File: config.mk
export PLATFORM = sky130hd
export DESIGN_NAME = cache_burst_responder
export DESIGN_NICKNAME = d
export VERILOG_FILES = /design/src/rtl/cache_burst_responder.sv
export SDC_FILE = /design/constraint.sdc
export NUM_CORES = 1
export LEC_CHECK = 0
export ABC_AREA = 0
export ABC_CLOCK_PERIOD_IN_PS = 3850
export CAP_MARGIN = 20
export CORE_MARGIN = 2
export CORE_UTILIZATION = 50
export CTS_CLUSTER_SIZE = 10
export DETAILED_ROUTE_END_ITERATION = 10
export PLACE_DENSITY = 0.83
export SLEW_MARGIN = 0
export SYNTH_ARGS = -nofsm -noshare
export SYNTH_HDL_FRONTEND = slang
export SYNTH_SLANG_ARGS = --single-unit
File: constraint.sdc
create_clock -name clk -period 3.85 [get_ports clk]
set_input_delay 0.77 -clock clk [delete_from_list [all_inputs] [get_ports clk]]
set_output_delay 0.77 -clock clk [all_outputs]
set_load 0.01 [all_outputs]
File: src/rtl/cache_burst_responder.sv
// Memory-side responder for the cache: fetches a 4-word line critical-word-first and
// streams it behind a one-cycle fill strobe, or performs a single masked word write.
module cache_burst_responder #(
    parameter int ADDR_WIDTH = 26,
    parameter int MAX_WAIT   = 255
) (
    input  logic                  clk,
    input  logic                  reset,
    input  logic [31:0]           req_addr,
    input  logic                  req,
    input  logic                  req_rw,
    input  logic [15:0]           req_wdata,
    input  logic [1:0]            req_be,
    output logic                  fill,
    output logic [15:0]           rdata,
    output logic                  wack,
    output logic                  error,
    output logic                  mem_req,
    output logic                  mem_we,
    output logic [ADDR_WIDTH-1:0] mem_addr,
    output logic [15:0]           mem_wdata,
    output logic [1:0]            mem_be,
    input  logic                  mem_ack,
    input  logic [15:0]           mem_rdata,
    output logic [2:0]            fsm_state
);

    // Memory handshake: mem_req is held until the cycle mem_ack is seen high; the
    // access completes on that cycle and mem_ack outside an active request is ignored.

    localparam logic [2:0] IDLE      = 3'd0;
    localparam logic [2:0] RD_FETCH  = 3'd1;
    localparam logic [2:0] RD_STREAM = 3'd2;
    localparam logic [2:0] WR_ACC    = 3'd3;
    localparam logic [2:0] WR_DONE   = 3'd4;
    localparam logic [2:0] WAIT_REL  = 3'd5;

    localparam int WD_W = $clog2(MAX_WAIT + 1);
    localparam logic [WD_W-1:0] WD_LAST = WD_W'(MAX_WAIT - 1);

    logic [2:0]            state;
    logic                  armed;
    logic [ADDR_WIDTH-4:0] line;
    logic [1:0]            k;
    logic [1:0]            idx;
    logic [1:0]            j;
    logic [15:0]           line_buf [4];
    logic [WD_W-1:0]       wd_cnt;

    logic [1:0] fetch_off;
    logic [1:0] stream_next;
    logic       wd_expire;

    // Offsets are 2 bits wide so the word index wraps inside the line by construction.
    assign fetch_off   = k + idx;
    assign stream_next = k + j + 2'd1;
    assign wd_expire   = mem_req && !mem_ack && (wd_cnt == WD_LAST);
    assign fsm_state   = state;

    always_ff @(posedge clk) begin
        if (!reset && state == RD_FETCH && mem_req && mem_ack) begin
            line_buf[fetch_off] <= mem_rdata;
        end
    end

    always_ff @(posedge clk) begin
        if (reset) begin
            state     <= IDLE;
            armed     <= 1'b1;
            fill      <= 1'b0;
            wack      <= 1'b0;
            error     <= 1'b0;
            mem_req   <= 1'b0;
            mem_we    <= 1'b0;
            rdata     <= '0;
            mem_addr  <= '0;
            mem_wdata <= '0;
            mem_be    <= '0;
            line      <= '0;
            k         <= '0;
            idx       <= '0;
            j         <= '0;
            wd_cnt    <= '0;
        end else begin
            fill <= 1'b0;
            wack <= 1'b0;
            if (!req) begin
                armed <= 1'b1;
            end
            if (mem_req && !mem_ack) begin
                wd_cnt <= wd_cnt + 1'b1;
            end else begin
                wd_cnt <= '0;
            end

            case (state)
                IDLE: begin
                    if (req && armed) begin
                        armed    <= 1'b0;
                        mem_req  <= 1'b1;
                        mem_addr <= {req_addr[ADDR_WIDTH-1:1], 1'b0};
                        if (req_rw) begin
                            line    <= req_addr[ADDR_WIDTH-1:3];
                            k       <= req_addr[2:1];
                            idx     <= 2'd0;
                            mem_we  <= 1'b0;
                            state   <= RD_FETCH;
                        end else begin
                            mem_we    <= 1'b1;
                            mem_wdata <= req_wdata;
                            mem_be    <= req_be;
                            state     <= WR_ACC;
                        end
                    end
                end

                RD_FETCH: begin
                    if (wd_expire) begin
                        error   <= 1'b1;
                        mem_req <= 1'b0;
                        state   <= WAIT_REL;
                    end else if (mem_req) begin
                        if (mem_ack) begin
                            mem_req <= 1'b0;
                            if (idx == 2'd3) begin
                                // Critical word was the first one fetched, so it is already buffered.
                                fill  <= 1'b1;
                                rdata <= line_buf[k];
                                j     <= 2'd0;
                                state <= RD_STREAM;
                            end else begin
                                idx <= idx + 2'd1;
                            end
                        end
                    end else begin
                        mem_req  <= 1'b1;
                        mem_addr <= {line, fetch_off, 1'b0};
                    end
                end

                RD_STREAM: begin
                    if (j == 2'd3) begin
                        state <= WAIT_REL;
                    end else begin
                        j     <= j + 2'd1;
                        rdata <= line_buf[stream_next];
                    end
                end

                WR_ACC: begin
                    if (wd_expire) begin
                        error   <= 1'b1;
                        mem_req <= 1'b0;
                        mem_we  <= 1'b0;
                        state   <= WAIT_REL;
                    end else if (mem_ack) begin
                        mem_req <= 1'b0;
                        mem_we  <= 1'b0;
                        wack    <= 1'b1;
                        state   <= WR_DONE;
                    end
                end

                WR_DONE: begin
                    state <= WAIT_REL;
                end

                WAIT_REL: begin
                    if (!req) begin
                        state <= IDLE;
                    end
                end

                default: begin
                    state <= IDLE;
                end
            endcase
        end
    end

endmodule

=== Word level (Yosys, flattened, before mapping) ===
Memory sizes are Yosys's and may differ from the RTL's. A register that Yosys moved wholly into a read port is not among the register bits.
Cells that the tools add are included.

* Register bits after elaboration: 106
* Memories kept: 1
* Word-level logic and storage cells: 131
* Output and inout bits: 68
* RAM bits: 64
* Input bits: 71

* Equal/unequal tests: 23
* Reduce and logical (&&, ||, !) cells: 26
* Mux-type cells: 53
* Bitwise gates (word level): 6
* $add $sub $neg: 6

{| class="wikitable"
|+ Memories
! name !! words !! bits a word !! read ports !! clocked after memory_dff !! wr ports !! line !! text
|-
| line_buf || 4 || 16 || 2 || 1 || 1 || 47 || <nowiki>logic [15:0] line_buf [4];</nowiki>
|}

{| class="wikitable"
|+ Operator list
! cell !! count
|-
| 16-bit two-way mux || 5
|-
| 26-bit two-way mux || 3
|-
| 26-bit one-hot mux with 2 select lines || 1
|-
| 16-bit one-hot mux with 2 select lines || 1
|-
| 2-bit two-way mux || 14
|-
| 3-bit two-way mux || 9
|-
| 2-bit != test, second input constant || 10
|-
| 3-bit one-hot mux with 6 select lines || 1
|-
| 1-bit two-way mux || 15
|-
| 7-bit AND reduction || 2
|-
| 3-bit AND reduction || 4
|-
| 3-bit != test, second input constant || 3
|-
| 8-bit by 1-bit adder with 8-bit output, second input constant || 1
|-
| 8-bit equality test, second input constant || 1
|-
| 2-bit one-hot mux with 2 select lines || 2
|-
| 2-bit by 1-bit adder with 2-bit output, second input constant || 3
|-
| 3-bit by 2-bit equality test with 1-bit output, second input constant || 2
|-
| 3-bit equality test, second input constant || 2
|-
| 1-bit logical AND || 6
|-
| 1-bit NOT || 6
|-
| 6-bit AND reduction || 1
|-
| 2-bit nonzero test || 3
|-
| 5-bit OR reduction || 1
|-
| 2-bit adder || 2
|-
| other kinds (13) || 16
|}

=== Depth between registers and ports, before layout ===
* Depth in word-level cells: 6
* Depth in mapped cells: 8
* Mapped depth without buffers: 6

=== Worst setup path before layout ===
No wires, ideal clock.

* Path type: input to register
* Start: input port reset
* End: memory line_buf[0][0] (enable)
* Path slack: 907 ps
* Stages: 5
* Arrival time: 2534 ps
* Buffers on the path: 2
* Path through: clkbuf_1 -> clkbuf_1 -> nor2_1 -> nand3_1 -> nor3_1

* Cells in the longest elaborated chain, start to end: 6

{| class="wikitable"
|+ RTL lines
! what !! line !! text
|-
| start: declaration || 8 || <nowiki>input logic reset,</nowiki>
|-
| 1-bit zero test || 61 || <nowiki>if (!reset && state == RD_FETCH && mem_req && mem_ack) begin</nowiki>
|-
| 1-bit logical AND (3 in a row) || 61 ||
|-
| 1-bit two-way mux || 61 ||
|-
| 1-bit two-way mux (implied by the code) || 62 || <nowiki>line_buf[fetch_off] <= mem_rdata;</nowiki>
|-
| end: declaration || 47 ||
|}

Every way passes these cells.

=== Worst setup path in the final report ===
* Start: register j[1]
* End: register rdata[9]

* Cells in the longest elaborated chain, start to end: 5
* Elaborated cells on any way between the ends: 8

{| class="wikitable"
|+ RTL lines
! what !! line !! text
|-
| start: declaration || 46 || <nowiki>logic [1:0] j;</nowiki>
|-
| start signal: assignment || 145 || <nowiki>j <= j + 2'd1;</nowiki>
|-
| 2-bit adder || 56 || <nowiki>assign stream_next = k + j + 2'd1;</nowiki>
|-
| 2-bit by 1-bit adder with 2-bit output || 56 ||
|-
| memory 4 x 16 bit || n/a ||
|-
| 16-bit two-way mux || 142 || <nowiki>if (j == 2'd3) begin</nowiki>
|-
| 16-bit one-hot mux with 2 select lines || 96 || <nowiki>case (state)</nowiki>
|-
| end signal: assignment || 128 || <nowiki>rdata <= line_buf[k];</nowiki>
|-
| end signal: assignment || 146 || <nowiki>rdata <= line_buf[stream_next];</nowiki>
|-
| end: declaration || 15 || <nowiki>output logic [15:0] rdata,</nowiki>
|}

Several ways; a longest one is shown, not always the timed one. The select of a mux whose other input is x is not followed.
A chain may end at the register's enable or synchronous reset.

==> results summary <==
The worst slew margin relative to its limit is 0.255. The number of CTS-inserted buffers came out at 17. The worst register-to-register path ends at rdata[9]$_SDFFE_PP0P_. After synthesis, the mean cell area works out to a little over 10 µm². The cell depth of the worst flop-to-flop path is 5. The final layout contains routed wiring with a total length of between 15000 and 20000 µm. The critical path is of the reg -> reg type. Of the total power, registers draw 0.389. The number of instances in the synthesized netlist came out at about 720. The worst register-to-register path has a setup slack of 1.21 ns. The number of enable-type register cells in the synthesized netlist came out at 64. Max-cap violations in this run came to 0. The overall die width came out at ~130 µm.

The upper clock frequency limit came out at between 300 and 400 MHz. The fraction of power spent switching nets is 0.328. The count of final max-slew check failures came out at 0. The final non-filler cell total is 1028. The number of global-route vias before repair came out at 5481. The final critical-path share of the clock period came out at 0.686. The start point of the critical path is j[1]$_SDFFE_PP0P_. The number of antenna violations at the first check in global routing is 0. Of the synthesized area, sequential elements account for 0.551. The post-detailed-route count of antenna-violating nets came out at 0.

The critical path ends at rdata[9]$_SDFFE_PP0P_. The synthesized net count came out at 799. The overall routing resource usage came out at 0.221. The clock sink count came out at 171. After floorplanning, the core was sized to cover 0.0145 mm². The flow ran to the end, and the final reports show no timing, DRC or antenna violations.

The layout overhead on the synthesized area came out at 27.3%. Counting flops with an async set or reset pin after synthesis yields a share of 0. The type of the most critical hold path is reg -> reg. The tree is rooted in a sky130_fd_sc_hd__clkbuf_16.

The largest net degree at the start of global routing came out at 70. The quantity of I/O buffers inserted on ports came out at between 100 and 150. CTS built an H-tree with a depth of 4.

The share of final-layout standard cells stronger than drive strength 1 came out at 0.0829. The top cell types in the final layout, fill and taps aside, are 152 x sky130_fd_sc_hd__nand2_1, 129 x sky130_fd_sc_hd__clkdlybuf4s50_1, 107 x sky130_fd_sc_hd__dfxtp_1. The DRC marker count from the first detailed-route iteration came out at 488. The routed via count came out at 5763. The clock latency of the later-clocked register in the worst-skew pair is ~0.43 ns.

The final weighted congestion in routability-driven placement came out at 0.783. The quantity of gates resized following cts is 0. The worst-case IR drop observed on VDD is 0.000391 V. The first global-routing pass estimated 27800 µm of wire. The Yosys warning count came out at 0. STA puts the critical path data arrival time at 3.01 ns. After detailed routing, the number of remaining DRC violations is 0. The most common cell after layout, fill and taps aside is sky130_fd_sc_hd__nand2_1. Summing all non-filler instances in the final layout gives an area of 0.00939 mm². The cell count after placement came out at approximately 1000. The number of top-level design ports came out at 139.

Once layout is complete, the utilization of the core stands at 0.649. The combinational cell fraction of total power is 0.337. Power spread over the standard cell area amounts to 638 mW/mm².

TritonCTS built the clock tree. The wire length per cell came out at 16.9 µm. The number of buffers on the longest clock path came out at 2.

The post-synthesis instance area came out at 0.00737 mm². In this run the worst path has a maximum fanout of 18. The number of hold violations in the final report came to 0. The die covers approximately 0.016 mm². The die height came out at 125 µm.

Cell internal power was estimated by the tool at around 4.0 mW. The minimum clock period came out at 2.64 ns. The static leakage is approximately 3.4 nW.

After floorplanning, the core was divided into 44 placement rows. The vias per cell came out at 5.61. The startpoint identified for the worst register-to-register timing path is j[1]$_SDFFE_PP0P_. In the synthesized netlist the dominant register cell turns out to be sky130_fd_sc_hd__dfxtp_1. The area of placed instances is 0.00879 mm². The clock share of power is 0.274.

Detailed placement ended at an HPWL of between 10000 and 15000 µm. For this design, the CTS-stage hold fixing added 0 buffers. In this run the power spent charging and discharging nets is 1.97 mW. Setup violations remaining at the end of the flow were counted as 0. The critical path launch point type is a register. The final total negative setup slack is 0 ns.

The worst-margin pin slew came out at 1.12 ns. The final layout contains 908 nets. The initial core utilization is 0.509. Setup repair after global routing left no endpoint under its margin. At the worst endpoint, the required time is 4.22 ns. The number of filler cells placed in the layout came out at 1099. The count of buffers added by post-CTS timing repair for setup came out at 0. STA classifies the critical path endpoint as a register. After clock tree synthesis, the clock-pin slew on the worst setup and hold paths is about 0.06 ns.

Before antenna repair, the detailed router went through 7 iterations. The post-synthesis register bit count came out at 171. The repair_antennas step left the layout with diodes totalling 0.

The number of distinct standard cells referenced by the synthesized netlist came out at 50. The aggregate global routing overflow is 0. For the final database, setup skew stands at just over 0.008 ns.
-- critical path, stage by stage, from the launching register on --
cell and delay [ns]:
sky130_fd_sc_hd__dfxtp_1 0.39, sky130_fd_sc_hd__ha_1 0.24, sky130_fd_sc_hd__or4b_1 0.85, sky130_fd_sc_hd__or3_1 0.73, sky130_fd_sc_hd__a21oi_1 0.24, sky130_fd_sc_hd__or3_1 0.13
-- power groups by stage --
stage,clock [mW],combinational [mW],sequential [mW]
3_5_place_dp,0,1.98,2.37
5_1_grt,1.75,2.20,2.37
6_report,1.65,2.02,2.33
4_1_cts,1.67,1.99,2.33
3_3_place_gp,0,1.95,2.36
2_1_floorplan,0,1.21,2.38
-- metrics by stage --
step / worst slack [ns] / power [mW] / hold slack, ns
detailed placement: 1.01 / 4.35 / 0.446
CTS: 1.24 / 5.99 / 0.454
global route: 1.10 / 6.32 / 0.471
floorplan: 0.907 / 3.60 / 0.430
finish: 1.21 / 6.00 / 0.453
global placement: 1.06 / 4.31 / 0.441
-- Yosys cell counts (all sizes together), types with 16 or more instances --
master | count | area, µm²
a211oi | 25 | 188
a21oi | 95 | 475
buf | 18 | 95.1
clkbuf | 37 | 139
dfxtp | 107 | 2140
edfxtp | 64 | 1920
mux2i | 27 | 270
mux4 | 20 | 450
nand2 | 152 | 571
nand3 | 23 | 115
nor2 | 43 | 161
o211ai | 16 | 120
or3 | 18 | 113
-- state kept, by name (all words and copies together) (netlist names), named ones only --
| signal | count |
|---|---|
| armed | 1 |
| error | 1 |
| fill | 1 |
| fsm_state | 3 |
| idx | 2 |
| j | 2 |
| k | 2 |
| line | 23 |
| line_buf | 64 |
| mem_addr | 25 |
| mem_be | 2 |
| mem_req | 1 |
| mem_wdata | 16 |
| mem_we | 1 |
| rdata | 16 |
| wack | 1 |
| wd_cnt | 8 |
-- per-layer routing --
layer	vias up	global-route usage	share of wire
li1	2804	-	-
met3	41	0.0509	0.069
met1	2678	0.271	0.39
met5	-	0	0
met4	0	0.0908	0.026
met2	240	0.377	0.51
-- how the worst min path moves through the flow --
stage / slack, ns / cells after the start / start / endpoint
final: 0.45 / 2 / line[16]$_SDFFE_PP0P_ / line[16]$_SDFFE_PP0P_
after global routing: 0.47 / 2 / line[18]$_SDFFE_PP0P_ / line[18]$_SDFFE_PP0P_
after CTS: 0.45 / 2 / line[21]$_SDFFE_PP0P_ / line[21]$_SDFFE_PP0P_
after detailed placement: 0.45 / 2 / line[21]$_SDFFE_PP0P_ / line[21]$_SDFFE_PP0P_
after global placement: 0.44 / 2 / line[5]$_SDFFE_PP0P_ / line[5]$_SDFFE_PP0P_
after floorplan: 0.43 / 1 / wd_cnt[0]$_SDFF_PP0_ / wd_cnt[0]$_SDFF_PP0_
-- cell families after synthesis --
logic type	Yosys count	synth area share
adder cells (fa/ha/maj)	6	0.0102
other	1	0.000509
AO/OA/AOI/OAI	155	0.125
XOR/XNOR	11	0.0170
multiplexers	48	0.0993
flip-flops	171	0.551
AND/OR/NAND/NOR	269	0.162
buffers and inverters	61	0.0348
-- cell type report --
| cell class | count | area (µm²) | area share |
|---|---|---|---|
| well taps | 184 | 230 | 0.0245 |
| clock buffers | 24 | 493 | 0.0525 |
| flip-flops and latches | 171 | 4060 | 0.433 |
| clock inverters | 8 | 81.3 | 0.00866 |
| inverters | 6 | 22.5 | 0.00240 |
| multi-input cells | 490 | 3070 | 0.327 |
| repair buffers | 145 | 1430 | 0.152 |
No activity file was read; power rests on OpenSTA's default activity.
